<file path="src/rtl/md_pkg.sv">
// Shared definitions for the multiply/divide unit and its issue scheduler:
// opcodes, scheduler states and default latencies.
package md_pkg;

    localparam logic [2:0] MD_MFHI  = 3'd0;
    localparam logic [2:0] MD_MFLO  = 3'd1;
    localparam logic [2:0] MD_MTHI  = 3'd2;
    localparam logic [2:0] MD_MTLO  = 3'd3;
    localparam logic [2:0] MD_MULT  = 3'd4;
    localparam logic [2:0] MD_MULTU = 3'd5;
    localparam logic [2:0] MD_DIV   = 3'd6;
    localparam logic [2:0] MD_DIVU  = 3'd7;

    localparam int MD_MUL_LAT = 5;
    localparam int MD_DIV_LAT = 10;
    localparam int MD_LAT_W   = 8;

    typedef enum logic [1:0] {
        IDLE  = 2'd0,
        ISSUE = 2'd1,
        WAIT  = 2'd2
    } md_state_e;

    // Opcodes 4..7 occupy the MDU datapath; 0..3 only touch HI/LO.
    function automatic logic is_mul_div(input logic [2:0] op);
        return op[2];
    endfunction

    // Divides are opcodes 6 and 7.
    function automatic logic is_div(input logic [2:0] op);
        return op[2] & op[1];
    endfunction

endpackage

</file>
<file path="src/rtl/md_sched_if.sv">
// Request/issue bundle between the E stage, the scheduler and the MDU.
interface md_sched_if;

    logic        req_valid;
    logic [2:0]  req_op;
    logic [31:0] req_d1;
    logic [31:0] req_d2;
    logic        req_ready;
    logic        stall;
    logic        flush;
    logic        mdu_start;
    logic [2:0]  mdu_op;
    logic [31:0] mdu_d1;
    logic [31:0] mdu_d2;
    logic        mdu_busy;

    modport master (
        output req_valid, req_op, req_d1, req_d2, flush, mdu_busy,
        input  req_ready, stall, mdu_start, mdu_op, mdu_d1, mdu_d2
    );

    modport slave (
        input  req_valid, req_op, req_d1, req_d2, flush, mdu_busy,
        output req_ready, stall, mdu_start, mdu_op, mdu_d1, mdu_d2
    );

endinterface

</file>
<file path="src/rtl/md_lat_cnt.sv">
// Loadable down-counter; done flags the last busy cycle (count of one).
module md_lat_cnt #(
    parameter int W = 8
) (
    input  logic         clk,
    input  logic         reset,
    input  logic         load_i,
    input  logic [W-1:0] load_val_i,
    input  logic         en_i,
    output logic         done_o
);

    logic [W-1:0] cnt_q;
    logic [W-1:0] cnt_d;

    // Next count: load wins over decrement; stop at zero.
    always_comb begin
        cnt_d = cnt_q;
        if (load_i) begin
            cnt_d = load_val_i;
        end else if (en_i && (cnt_q != {W{1'b0}})) begin
            cnt_d = cnt_q - W'(1);
        end else begin
            cnt_d = cnt_q;
        end
    end

    // Count register.
    always_ff @(posedge clk or negedge reset) begin
        if (!reset) begin
            cnt_q <= {W{1'b0}};
        end else begin
            cnt_q <= cnt_d;
        end
    end

    assign done_o = (cnt_q == W'(1));

endmodule

</file>
<file path="src/rtl/md_sched.sv">
// Issue scheduler for the MDU: serialises MD ops, pulses start for mult/div
// and holds off every following MD op until HI/LO are final.
module md_sched
    import md_pkg::*;
#(
    parameter int MUL_LAT = MD_MUL_LAT,
    parameter int DIV_LAT = MD_DIV_LAT,
    parameter int CNT_W   = 16
) (
    input  logic             clk,
    input  logic             reset,
    md_sched_if.slave        bus,
    output logic             err,
    output logic [CNT_W-1:0] stall_cnt
);

    md_state_e        state_q, state_d;
    logic [2:0]       op_q, op_d;
    logic [31:0]      d1_q, d1_d;
    logic [31:0]      d2_q, d2_d;
    logic             err_q, err_d;
    logic [CNT_W-1:0] stall_cnt_q, stall_cnt_d;

    logic             req_ready_s;
    logic             stall_s;
    logic             start_s;
    logic [2:0]       mdu_op_s;
    logic [31:0]      mdu_d1_s;
    logic [31:0]      mdu_d2_s;
    logic             cnt_load_s;
    logic             cnt_en_s;
    logic             cnt_done_s;
    logic [MD_LAT_W-1:0] cnt_val_s;

    assign cnt_load_s = (state_q == ISSUE) & ~bus.flush;
    assign cnt_en_s   = (state_q == WAIT);
    assign cnt_val_s  = is_div(op_q) ? MD_LAT_W'(DIV_LAT) : MD_LAT_W'(MUL_LAT);

    md_lat_cnt #(
        .W (MD_LAT_W)
    ) u_lat_cnt (
        .clk        (clk),
        .reset      (reset),
        .load_i     (cnt_load_s),
        .load_val_i (cnt_val_s),
        .en_i       (cnt_en_s),
        .done_o     (cnt_done_s)
    );

    // Next-state, operand latch and MDU-facing outputs.
    always_comb begin
        state_d     = state_q;
        op_d        = op_q;
        d1_d        = d1_q;
        d2_d        = d2_q;
        req_ready_s = 1'b0;
        start_s     = 1'b0;
        mdu_op_s    = MD_MFHI;
        mdu_d1_s    = 32'd0;
        mdu_d2_s    = 32'd0;
        case (state_q)
            IDLE: begin
                req_ready_s = 1'b1;
                if (bus.req_valid) begin
                    if (is_mul_div(bus.req_op)) begin
                        op_d    = bus.req_op;
                        d1_d    = bus.req_d1;
                        d2_d    = bus.req_d2;
                        state_d = ISSUE;
                    end else begin
                        mdu_op_s = bus.req_op;
                        mdu_d1_s = bus.req_d1;
                    end
                end else begin
                    state_d = IDLE;
                end
            end
            ISSUE: begin
                mdu_op_s = op_q;
                mdu_d1_s = d1_q;
                mdu_d2_s = d2_q;
                // A flushed op never reaches the MDU.
                if (bus.flush) begin
                    state_d = IDLE;
                end else begin
                    start_s = 1'b1;
                    state_d = WAIT;
                end
            end
            WAIT: begin
                if (cnt_done_s) begin
                    state_d = IDLE;
                end else begin
                    state_d = WAIT;
                end
            end
            default: begin
                state_d = IDLE;
            end
        endcase
    end

    assign stall_s = bus.req_valid & ~req_ready_s;

    // Sticky consistency error and saturating stall counter.
    always_comb begin
        err_d       = err_q | ((state_q == IDLE) & bus.mdu_busy);
        stall_cnt_d = stall_cnt_q;
        if (stall_s && (stall_cnt_q != {CNT_W{1'b1}})) begin
            stall_cnt_d = stall_cnt_q + CNT_W'(1);
        end else begin
            stall_cnt_d = stall_cnt_q;
        end
    end

    // State and datapath registers.
    always_ff @(posedge clk or negedge reset) begin
        if (!reset) begin
            state_q     <= IDLE;
            op_q        <= 3'd0;
            d1_q        <= 32'd0;
            d2_q        <= 32'd0;
            err_q       <= 1'b0;
            stall_cnt_q <= {CNT_W{1'b0}};
        end else begin
            state_q     <= state_d;
            op_q        <= op_d;
            d1_q        <= d1_d;
            d2_q        <= d2_d;
            err_q       <= err_d;
            stall_cnt_q <= stall_cnt_d;
        end
    end

    assign bus.req_ready = req_ready_s;
    assign bus.stall     = stall_s;
    assign bus.mdu_start = start_s;
    assign bus.mdu_op    = mdu_op_s;
    assign bus.mdu_d1    = mdu_d1_s;
    assign bus.mdu_d2    = mdu_d2_s;
    assign err           = err_q;
    assign stall_cnt     = stall_cnt_q;

endmodule

</file>
<file path="src/flat_wrapper.sv">
// flat-port wrapper written by rule: the top's interface ports become plain ports
module md_sched_flat import md_pkg::*;
#(
    parameter int MUL_LAT = MD_MUL_LAT,
    parameter int DIV_LAT = MD_DIV_LAT,
    parameter int CNT_W   = 16
)
  (clk, reset, err, stall_cnt, bus_req_valid, bus_req_op, bus_req_d1, bus_req_d2, bus_flush, bus_mdu_busy, bus_req_ready, bus_stall, bus_mdu_start, bus_mdu_op, bus_mdu_d1, bus_mdu_d2);
  md_sched_if bus_i ();
  input  logic clk;
  input  logic reset;
  output logic err;
  output logic [CNT_W-1:0] stall_cnt;
  input wire logic [$bits(bus_i.req_valid)-1:0] bus_req_valid;
  input wire logic [$bits(bus_i.req_op)-1:0] bus_req_op;
  input wire logic [$bits(bus_i.req_d1)-1:0] bus_req_d1;
  input wire logic [$bits(bus_i.req_d2)-1:0] bus_req_d2;
  input wire logic [$bits(bus_i.flush)-1:0] bus_flush;
  input wire logic [$bits(bus_i.mdu_busy)-1:0] bus_mdu_busy;
  output wire logic [$bits(bus_i.req_ready)-1:0] bus_req_ready;
  output wire logic [$bits(bus_i.stall)-1:0] bus_stall;
  output wire logic [$bits(bus_i.mdu_start)-1:0] bus_mdu_start;
  output wire logic [$bits(bus_i.mdu_op)-1:0] bus_mdu_op;
  output wire logic [$bits(bus_i.mdu_d1)-1:0] bus_mdu_d1;
  output wire logic [$bits(bus_i.mdu_d2)-1:0] bus_mdu_d2;
  assign bus_i.req_valid = bus_req_valid;
  assign bus_i.req_op = bus_req_op;
  assign bus_i.req_d1 = bus_req_d1;
  assign bus_i.req_d2 = bus_req_d2;
  assign bus_i.flush = bus_flush;
  assign bus_i.mdu_busy = bus_mdu_busy;
  assign bus_req_ready = bus_i.req_ready;
  assign bus_stall = bus_i.stall;
  assign bus_mdu_start = bus_i.mdu_start;
  assign bus_mdu_op = bus_i.mdu_op;
  assign bus_mdu_d1 = bus_i.mdu_d1;
  assign bus_mdu_d2 = bus_i.mdu_d2;
  md_sched #(.MUL_LAT(MUL_LAT), .DIV_LAT(DIV_LAT), .CNT_W(CNT_W)) u_core (.clk(clk), .reset(reset), .bus(bus_i), .err(err), .stall_cnt(stall_cnt));
endmodule
</file>
<file path="config.mk">
export PLATFORM = sky130hd
export DESIGN_NAME = md_sched_flat
export DESIGN_NICKNAME = d
export VERILOG_FILES = /design/src/rtl/md_pkg.sv /design/src/rtl/md_sched_if.sv /design/src/rtl/md_lat_cnt.sv /design/src/rtl/md_sched.sv /design/src/flat_wrapper.sv
export SDC_FILE = /design/constraint.sdc
export NUM_CORES = 1
export LEC_CHECK = 0
export BUFFER_PORTS_ARGS = -buffer_cell sky130_fd_sc_hd__buf_2
export CAP_MARGIN = 20
export CORE_UTILIZATION = 35
export CTS_BUF_LIST = sky130_fd_sc_hd__clkbuf_4 sky130_fd_sc_hd__clkbuf_8
export CTS_CLUSTER_DIAMETER = 120
export DETAILED_ROUTE_END_ITERATION = 12
export PLACE_DENSITY_LB_ADDON = 0.3
export SKIP_LAST_GASP = 1
export SLEW_MARGIN = 10
export SYNTH_ARGS = -nofsm -noshare
export SYNTH_HDL_FRONTEND = slang
export SYNTH_SLANG_ARGS = --single-unit
</file>
<file path="constraint.sdc">
create_clock -name clk -period 3.4 [get_ports clk]
set_input_delay 0.34 -clock clk [delete_from_list [all_inputs] [get_ports clk]]
set_output_delay 0.34 -clock clk [all_outputs]
set_load 0.03 [all_outputs]
</file>
==> impl_metrics.env <==
export IMPL_grt_max_degree=52
export IMPL_grt_pass1_vias=3494
export IMPL_critical_path_max_fanout=46
export IMPL_fin_cells=681
export IMPL_ios=159
export IMPL_cts_made_buffers=9
export IMPL_async_flop_share_pct=100
export IMPL_placementRows=40
export IMPL_highest_layer="met4"
export IMPL_wl_met2_um=4660
export IMPL_cts_sinks=94
export IMPL_flow_area_growth_from_synthesis_pct=26.3
export IMPL_path_delay_family="buffers and inverters"
export IMPL_fin_crit_ps=2620
export IMPL_p_leak_nw=3.06
export IMPL_synth_most_common_cell="dfrtp_1"
export IMPL_max_cap_violations=0
export IMPL_drv_slew=0
export IMPL_synth_fp_nets=428
export IMPL_dp_hpwl_um=7200
export IMPL_dr_pass1_iters=4
export IMPL_final_nets=583
export IMPL_n_antenna_cell=0
export IMPL_synth_area_leaders="dfrtp_1, mux2_2, a22o_1"
export IMPL_hold_violations=7
export IMPL_grt_util_all_layers_pct=16.3
export IMPL_setup_ws_ps=784
export IMPL_ant_nets=0
export IMPL_grt_pass1_wl_um=16500
export IMPL_synth_area_per_cell_um2=12.6
export IMPL_clockBufferDepth=2
export IMPL_p_int_mw=1.64
export IMPL_cp_num_buf_inv=2
export IMPL_clockPowerShare_pct=34.4
export IMPL_status="finished with violations"
export IMPL_holdWs_ps=-16.1
export IMPL_combPwrFrac_pct=11.6
export IMPL_rsz0062_at_grt="false"
export IMPL_dp_cells=665
export IMPL_clk_latency_ps=370
export IMPL_cts_tree="built"
export IMPL_hold_buffers=0
export IMPL_tns_ps=0
export IMPL_cts_root_buf="clkbuf_8"
export IMPL_cts_resized=0
export IMPL_synth_top_area_share_pct=52.7
export IMPL_die_w_um=115
export IMPL_synth_seq_cells=94
export IMPL_synth_area_um2=4460
export IMPL_p_per_area_nw_per_um2=401
export IMPL_die_area_um2=13200
export IMPL_cpPeakStageDelay_ps=520
export IMPL_crit_type="flop to primary output"
export IMPL_antenna_found_initial=1
export IMPL_pwr_share_seq_pct=53.9
export IMPL_cp_start_kind="flop"
export IMPL_fin_worst_skew_ps=6.99
export IMPL_ys_seq_area_share_pct=52.7
export IMPL_synth_edf_count=0
export IMPL_portBuffers=158
export IMPL_worst_pin_slew_ps=671
export IMPL_synth_cell_types=45
export IMPL_place_gp_congestion=0.809
export IMPL_h_tree_depth=3
export IMPL_violations="hold timing"
export IMPL_num_vias=3392
export IMPL_clkSlewWorstSetupHoldPaths_ps=90
export IMPL_wl_um=10200
export IMPL_ys_warn_count=0
export IMPL_core_area_um2=12200
export IMPL_worstPathRequired_ps=3060
export IMPL_die_h_um=115
export IMPL_synth_flop_cell="dfrtp_1"
export IMPL_grt_overflow_total=0
export IMPL_drc_errors=0
export IMPL_drt_wirelength_per_cell_um=15.0
export IMPL_min_path_type="primary input to async pin"
export IMPL_final_setup_viol_count=0
export IMPL_crit_path_end_kind="primary output"
export IMPL_wl_met1_um=4410
export IMPL_max_clock_freq_ghz=0.382
export IMPL_met3_length_um=896
export IMPL_drive_gt1_share_pct=46.6
export IMPL_p_switching_uw=616
export IMPL_post_cts_setup_buffer_count=0
export IMPL_irDropWorstVdd_mv=0.176
export IMPL_drt_iter0_markers=174
export IMPL_dpl_worst_slack_ps=1160
export IMPL_netSwitchingFraction_pct=27.3
export IMPL_synth_common_cells="dfrtp_1, mux2_2, a22o_1, and2_1, mux2_1"
export IMPL_synth_cells=353
export IMPL_initial_utilization_pct=36.5
export IMPL_cp_data_arrival_time_ps=2280
export IMPL_vias_per_cell=4.98
export IMPL_cp_slowest_cell="nor2b_4"
export IMPL_finalCritPeriodShare_pct=77.0
export IMPL_yosysTopAreaCell="dfrtp_1"
export IMPL_max_slew_margin_pct=55.3
export IMPL_crit_chain="nor2b_4 -> buf_4 -> a22o_1 -> buf_2"
==> routing by layer <==
layer  track usage [%]  vias to the layer above
met5                 0                        -
met4              7.79                        0
met3              6.54                       14
met2              25.5                      131
met1              19.6                     1661
li1                  -                     1586
==> final cells by class <==
cell class,instances,area [um2]
clock inverters,3,42.5
flip-flops and latches,94,2350
fillers,1165,6580
clock buffers,13,166
inverters,6,22.5
well taps,168,210
multi-input cells,235,1990
repair buffers,162,848
==> registers in the layout, summed over array words and instances, names as in the netlist <==
register	cells
u_core.d1_q	32
u_core.d2_q	32
u_core.stall_cnt	16
u_core.u_lat_cnt.cnt_q	8
u_core.op_q	3
u_core.state_q	2
u_core.err	1
==> path summary, 6_finish.rpt <==
path,from,end,slack [ps],cells after the start
worst min-delay path,reset,u_core.stall_cnt[7]$_DFFE_PN0P_,-20,1
worst min register to register,u_core.err$_DFF_PN0_,u_core.err$_DFF_PN0_,470,1
max in group asynchronous,reset,u_core.d1_q[10]$_DFFE_PN0P_,2730,2
worst max-delay path,u_core.state_q[0]$_DFFE_PN0P_,bus_mdu_d1[10],780,4
min in group clk,bus_mdu_busy,u_core.err$_DFF_PN0_,180,2
worst max register to register,u_core.state_q[1]$_DFFE_PN0P_,u_core.op_q[0]$_DFFE_PN0P_,1280,4
==> power by group through the flow <==
stage	sequential (mW)	combinational (mW)	clock (mW)
after global routing	1.23	0.286	0.855
after detailed placement	1.24	0.268	0
final	1.22	0.263	0.778
after CTS	1.22	0.268	0.812
after global placement	1.24	0.260	0
after floorplan	1.30	0.0678	0
==> cells in the final DEF, fill, tap and decap left out, types with 2 or more instances in the layout <==
cell type and instances:
buf_2 157, and2_1 33, o21ai_0 3, nor2_2 2, nor2_1 9, nand3_1 8, clkbuf_4 2, ha_1 3
or3_1 3, mux2i_1 3, mux2_2 51, a31oi_1 2, nand2_1 11, clkbuf_8 11, inv_1 6, dfrtp_1 94
xnor2_1 5, nand2b_1 2, nor3_1 6, nor4_1 2, a22o_1 34, a21oi_1 3, nand4_4 2, nand4_1 4
xor2_1 7, buf_12 2, mux2_1 19, o211ai_1 3, buf_4 3
==> cells by family (layout without fill, tap and decap cells) <==
group,count (synthesis),after routing,share of synthesized area [%]
flops,94,94,52.7
fa+ha+maj,3,3,0.841
compound gates,54,54,10.2
simple gates,93,93,12.6
buf+inv,24,184,2.86
mux,73,73,18.3
xor+xnor,12,12,2.36
==> worst reg2reg max path, delay by kind of cell (launching register included) <==
kind / cells / cell delay (ps)
buffers and inverters: 1 / 330
DFF: 1 / 480
muxes: 1 / 410
and+or+nand+nor: 2 / 790
==> per-stage QoR <==
step	instance area [um2]	total power, mW	hold slack (ps)	util, %
after floorplan	4460	1.37	44.4	-
after global placement	5430	1.50	421	44.4
after detailed placement	5430	1.51	430	44.4
after CTS	5640	2.30	8.98	46.1
after global routing	5640	2.37	46.1	46.1
final	5640	2.26	-16.1	46.1
No activity file was read; power rests on OpenSTA's default activity.
